<file path="config.mk">
export PLATFORM = sky130hd
export DESIGN_NAME = tc_seq_mul
export DESIGN_NICKNAME = d
export VERILOG_FILES = /design/src/rtl/tc_seq_mul.sv
export SDC_FILE = /design/constraint.sdc
export NUM_CORES = 1
export LEC_CHECK = 0
export ABC_AREA = 1
export BUFFER_PORTS_ARGS = -buffer_cell sky130_fd_sc_hd__buf_2
export CORE_ASPECT_RATIO = 0.5
export CORE_UTILIZATION = 55
export CTS_CLUSTER_DIAMETER = 30
export DETAILED_ROUTE_END_ITERATION = 6
export GPL_ROUTABILITY_DRIVEN = 0
export PLACE_DENSITY = 0.83
export SETUP_SLACK_MARGIN = 0.05
export SYNTH_ARGS = -nofsm -noshare
export SYNTH_HDL_FRONTEND = slang
export SYNTH_SLANG_ARGS = --single-unit
</file>
<file path="constraint.sdc">
create_clock -name C -period 2.4 [get_ports C]
set_clock_uncertainty 0.05 [all_clocks]
set_input_delay 0.48 -clock C [delete_from_list [all_inputs] [get_ports C]]
set_output_delay 0.48 -clock C [all_outputs]
set_load 0.02 [all_outputs]
</file>
<file path="src/rtl/tc_seq_mul.sv">
// tc_seq_mul: sequential shift-add unsigned multiplier.
// One partial-product step per clock; the product is presented with a one-cycle DONE strobe.
module tc_seq_mul #(
   parameter int WIDTH = 8
) (
   input  logic               C,
   input  logic               R,
   input  logic               START,
   input  logic [WIDTH-1:0]   A,
   input  logic [WIDTH-1:0]   B,
   output logic               BUSY,
   output logic               DONE,
   output logic [2*WIDTH-1:0] P
);

   localparam int CW = $clog2(WIDTH + 1);

   typedef enum logic [1:0] {
      S_IDLE = 2'd0,
      S_RUN  = 2'd1,
      S_FIN  = 2'd2
   } state_t;

   state_t           state, state_nxt;
   logic [WIDTH-1:0] mc;    // multiplicand
   logic [WIDTH-1:0] mq;    // multiplier, shifts out to become the low product half
   logic [WIDTH:0]   acc;   // upper partial sum; bit WIDTH is always zero between steps
   logic [WIDTH:0]   sum;
   logic [CW-1:0]    cnt;

   // Because acc[WIDTH] is held at zero, adding the full acc equals adding its low WIDTH bits.
   assign sum  = acc + (mq[0] ? {1'b0, mc} : '0);
   assign BUSY = (state == S_RUN) || (state == S_FIN);

   // State register with synchronous reset.
   always_ff @(posedge C) begin
      if (R) state <= S_IDLE;
      else   state <= state_nxt;
   end

   // Next-state logic: IDLE -> RUN on START, RUN for WIDTH steps, then one FIN cycle.
   always_comb begin
      state_nxt = state;
      case (state)
         S_IDLE:  if (START) state_nxt = S_RUN;
         S_RUN:   if (cnt == CW'(WIDTH - 1)) state_nxt = S_FIN;
         S_FIN:   state_nxt = S_IDLE;
         default: state_nxt = S_IDLE;
      endcase
   end

   // Datapath: operand capture, shift-add steps, and product/strobe publication.
   always_ff @(posedge C) begin
      if (R) begin
         mc   <= '0;
         mq   <= '0;
         acc  <= '0;
         cnt  <= '0;
         P    <= '0;
         DONE <= 1'b0;
      end else begin
         DONE <= 1'b0;
         case (state)
            S_IDLE: begin
               if (START) begin
                  mc  <= A;
                  mq  <= B;
                  acc <= '0;
                  cnt <= '0;
               end
            end
            S_RUN: begin
               // {acc,mq} <= {sum,mq} >> 1 : the carry lands in acc[WIDTH-1], acc[WIDTH] clears.
               acc <= {1'b0, sum[WIDTH:1]};
               mq  <= {sum[0], mq[WIDTH-1:1]};
               cnt <= cnt + CW'(1);
            end
            S_FIN: begin
               P    <= {acc[WIDTH-1:0], mq};
               DONE <= 1'b1;
            end
            default: ;
         endcase
      end
   end

endmodule

</file>
Word-level counts from Yosys, hierarchy flattened
Index checks and enable logic that the tools add are counted.
- logic and storage cells: 31
- output and inout bits: 18
- input bits: 19
- register bits: 48
- eq/ne operators: 5
- add/sub/neg operators: 2
- reduce and logical (&&, ||, !) cells: 6
- multiplexer cells: 11
- operators with widths (kind ; count):
    9-bit case mux with 2 select lines ; 1
    8-bit 2-to-1 mux ; 2
    8-bit case mux with 2 select lines ; 1
    9-bit by 8-bit adder with 9-bit output ; 1
    9-bit 2-to-1 mux ; 1
    4-bit case mux with 2 select lines ; 1
    2-bit AND reduction ; 3
    4-bit by 1-bit adder with 4-bit output (second input constant) ; 1
    4-bit by 3-bit equality test with 1-bit output (second input constant) ; 1
    2-bit 2-to-1 mux ; 2
    4-bit 2-to-1 mux ; 1
    2-bit case mux with 2 select lines ; 1
    2-bit by 1-bit equality test with 1-bit output (second input constant) ; 1
    2-bit equality test (second input constant) ; 1
    2-bit logical NOT ; 1
    2-bit by 1-bit != test with 1-bit output (second input constant) ; 1
    2-bit != test (second input constant) ; 1
    2-bit nonzero test ; 1
    1-bit logical OR ; 1
    1-bit 2-to-1 mux ; 1

Depth between registers and ports, before layout
- depth in word-level cells: 3
- mapped depth: 12
- mapped depth without buffers: 11

Least setup slack after synthesis
No wires, ideal clock.
- kind: register to register
- from: register mq[0]
- to: register acc[7]
- path slack: 0.608 ns
- path buffers: 1
- arrival time: 1.610 ns
- required time: 2.218 ns
- stages on the path, launching flop included: 12
- period minus slack after synthesis: 1.792 ns
- setup time: 0.132 ns
- cell sequence: dfxtp_1 > clkbuf_1 > nand2_1 > inv_1 > ha_1 > fa_1 > nand2_1 > nand3_1 > nand2_1 > nor2_1 > o21ai_0 > a21oi_1
- word-level cells in the longest chain between the ends: 3
- ends and longest elaborated chain (element ; line ; text):
    start: declaration ; 26 ; logic [WIDTH-1:0] mq;
    start signal: assignment ; 75 ; mq <= {sum[0], mq[WIDTH-1:1]};
    8-bit 2-to-1 mux ; 32 ; assign sum = acc + (mq[0] ? {1'b0, mc} : '0);
    9-bit by 8-bit adder with 9-bit output ; 32 ;
    9-bit case mux with 2 select lines ; 63 ; case (state)
    end signal: assignment ; 74 ; acc <= {1'b0, sum[WIDTH:1]};
    end: declaration ; 27 ; logic [WIDTH:0] acc;
No other way between the ends.
A chain may end at the register's enable or synchronous reset.

Worst setup path in the final report
Same ends and word-level chain as after synthesis.

==> qor.csv <==
metric;value;unit
postcts setup bufs;0;
worst min-delay path category;primary input to register;
WL per Instance;12.7;um
Overflow after GRT;0;
max-slew violations;0;
initial core utilization;60.4;%
Worst Setup EP;acc[7]$_SDFFE_PP0P_;
CP cell instances;nand2_1, inv_1, ha_1, fa_1, nand2_1, nand3_1, nand2_1, nor2_1, o21ai_0, a21oi_1;
post-cts resize count;0;
M1 GR Usage;30.8;%
most frequent cells in the layout;nand2_1, dfxtp_1, a21oi_1;
GR peak layer;met2;
via-per-instance ratio;5.30;
first-pass GRT wire length;7940;um
Area Growth Syn to Fin;15.0;%
drt drc;0;
instance count on the critical path;10;
Fin Setup TNS;0;ns
maximum vdd drop;0.417;mV
grt met3 use;5.45;%
outcome;finished, final reports clean;
Bufs and invs on worst path;1;
fraction of layout cells with a size suffix above 1;15.4;%
syn_area_per_cell;7.22;um2
vias in the first global route;1810;
R2R setup slack;0.52;ns
P_leak;0.00120;uW
Pwr per Cell Area;668;mW/mm2
Fin. Hold Viols;0;
met2 usage;42.7;%
Chip Height;46.6;um
total number of vias;2061;
TritonCTS Buffers;5;
worst slack, placed;0.549;ns
Synth Register Bits;47;
Synth Cell Area;0.00219;mm2
pin count of the biggest net entering global routing;34;
end-of-flow core utilization;69.5;%
Worst EP required;2.54;ns
Syn Nets;335;
Yosys cell types;27;
most common cell after layout, fill and taps aside;nand2_1;
MaxCap Viol Count;0;
Fmax achieved;532;MHz
period utilisation layout;78.4;%
crit path from;mq[0]$_SDFFE_PP0P_;
1st-pass router iterations;4;
CTS clk-pin slew, worst paths;0.09;ns
register area share after synthesis;43.0;%
IO Pins;37;
worst setup margin;0.520;ns
Crit Path Max Fanout;10;
Worst Tran Pin Value;0.597;ns
Worst path most repeated cell;nand2_1;
clock insertion delay at the later pin of the skew report;0.30;ns
Syn Inst Count;303;
IO Port Bufs;36;
initial antenna violation count;0;
Final ANT Viol Nets;0;
CTS tree;yes;
Ant. Diodes;0;
WS Path Type;register to register;
H-tree depth;2;
clock sink total;47;
Crit-path slowest cell;dfxtp_1;
final setup violation count;0;
CTS root buf;clkbuf_8;
design area;0.00252;mm2
CP Capture Type;register;
# fillers;299;
CP top delay family;adder cells;
slew margin rel.;60.2;%
YS warnings;0;
start of the worst register-to-register path;mq[0]$_SDFFE_PP0P_;
RSZ-0062 raised after global routing;false;
Die W;91.2;um
Post-DP HPWL;3430;um
DRT iter0 DRCs;169;
clock period minus final worst setup slack;1.88;ns
hold depth;3;
Die ar.;0.00425;mm2
RR Endpoint;acc[7]$_SDFFE_PP0P_;
arrival time at the worst endpoint;2.02;ns
Layout Nets;369;
Worst R2R Path Depth;10;
# hold bufs at CTS;0;
wirelength, routed;4930;um
core area;0.00362;mm2
CP max stage delay;0.41;ns
Area after DPL;0.00240;mm2
Total GRT Usage;24.8;%
standard-cell rows;15;
Clock Tree Buf Depth;2;
crit start category;register;
==> through the flow <==
| stage | instances | total power [uW] | hold WS [ns] |
|---|---|---|---|
| finish | 389 | 1680 | 0.365 |
| global route | 389 | 1750 | 0.369 |
| CTS | 389 | 1680 | 0.361 |
| detailed placement | 381 | 1090 | 0.400 |
| global placement | 381 | 1080 | 0.394 |
| floorplan | 303 | 1030 | 0.395 |
==> state kept, by name, indices dropped and copies added (netlist names) <==
signal and flops:
DONE 1, mq 8, P 16, state 2, cnt 4, acc 8
mc 8
==> worst min-delay path by stage <==
stage	start	endpoint	slack, ns
3_5_place_dp	P[1]$_SDFFE_PP0P_	P[1]$_SDFFE_PP0P_	0.40
2_1_floorplan	mc[0]$_SDFFE_PP0P_	mc[0]$_SDFFE_PP0P_	0.39
6_report	A[7]	mc[7]$_SDFFE_PP0P_	0.36
3_3_place_gp	P[12]$_SDFFE_PP0P_	P[12]$_SDFFE_PP0P_	0.39
5_1_grt	A[7]	mc[7]$_SDFFE_PP0P_	0.37
4_1_cts	A[0]	mc[0]$_SDFFE_PP0P_	0.36
==> worst reg2reg max path, cell delays in order (launching register included) <==
cell and delay [ns]:
dfxtp_1 0.41, nand2_1 0.10, inv_1 0.04, ha_1 0.20, fa_1 0.38, nand2_1 0.10, nand3_1 0.11, nand2_1 0.10
nor2_1 0.04, o21ai_0 0.16, a21oi_1 0.08
==> synth_stat cells (all sizes together) <==
library cell,n,area share (%)
nand3b,1,0.34
nor2,13,2.2
a311oi,8,3.2
ha,12,6.9
o21ai,3,0.86
clkbuf,5,0.86
nand3,16,3.7
nand4,2,0.86
xor2,1,0.40
clkinv,4,0.69
inv,25,4.3
buf,8,2.1
fa,1,0.91
nand2,113,19
or2,1,0.29
a21oi,39,8.9
o21bai,1,0.34
and3,1,0.29
dfxtp,47,43
a211oi,1,0.34
nor3,1,0.23
==> cell families after synthesis <==
group	count (synthesis)	share of synthesized area [%]
DFF	47	43.0
buffers and inverters	42	7.89
AOI/OAI and AO/OA	52	13.7
adders and majority gates	13	7.78
xor gates and xnor gates	1	0.400
and+or+nand+nor	148	27.3
==> layer usage <==
layer / share of wire, % / vias up / routed length (um)
met2: 47 / 55 / 2340
met3: 5.7 / 9 / 279
li1: - / 1045 / -
met1: 46 / 952 / 2250
met5: 0 / - / 0
met4: 1.2 / 0 / 61
==> report_power, final <==
part	internal, uW	switching, uW
clock network	337	270
logic	74.7	149
registers	819	31.3
==> cell type report <==
| cell class | instances | area, um2 | share of cell area (%) |
|---|---|---|---|
| multi-input cells | 214 | 1070 | 42.7 |
| clock inverters | 2 | 35.0 | 1.39 |
| well taps | 51 | 63.8 | 2.54 |
| clock buffers | 6 | 82.6 | 3.28 |
| flip-flops and latches | 47 | 941 | 37.4 |
| inverters | 29 | 109 | 4.33 |
| repair buffers | 40 | 210 | 8.35 |
Note: power is estimated with default switching activity, not from simulation.
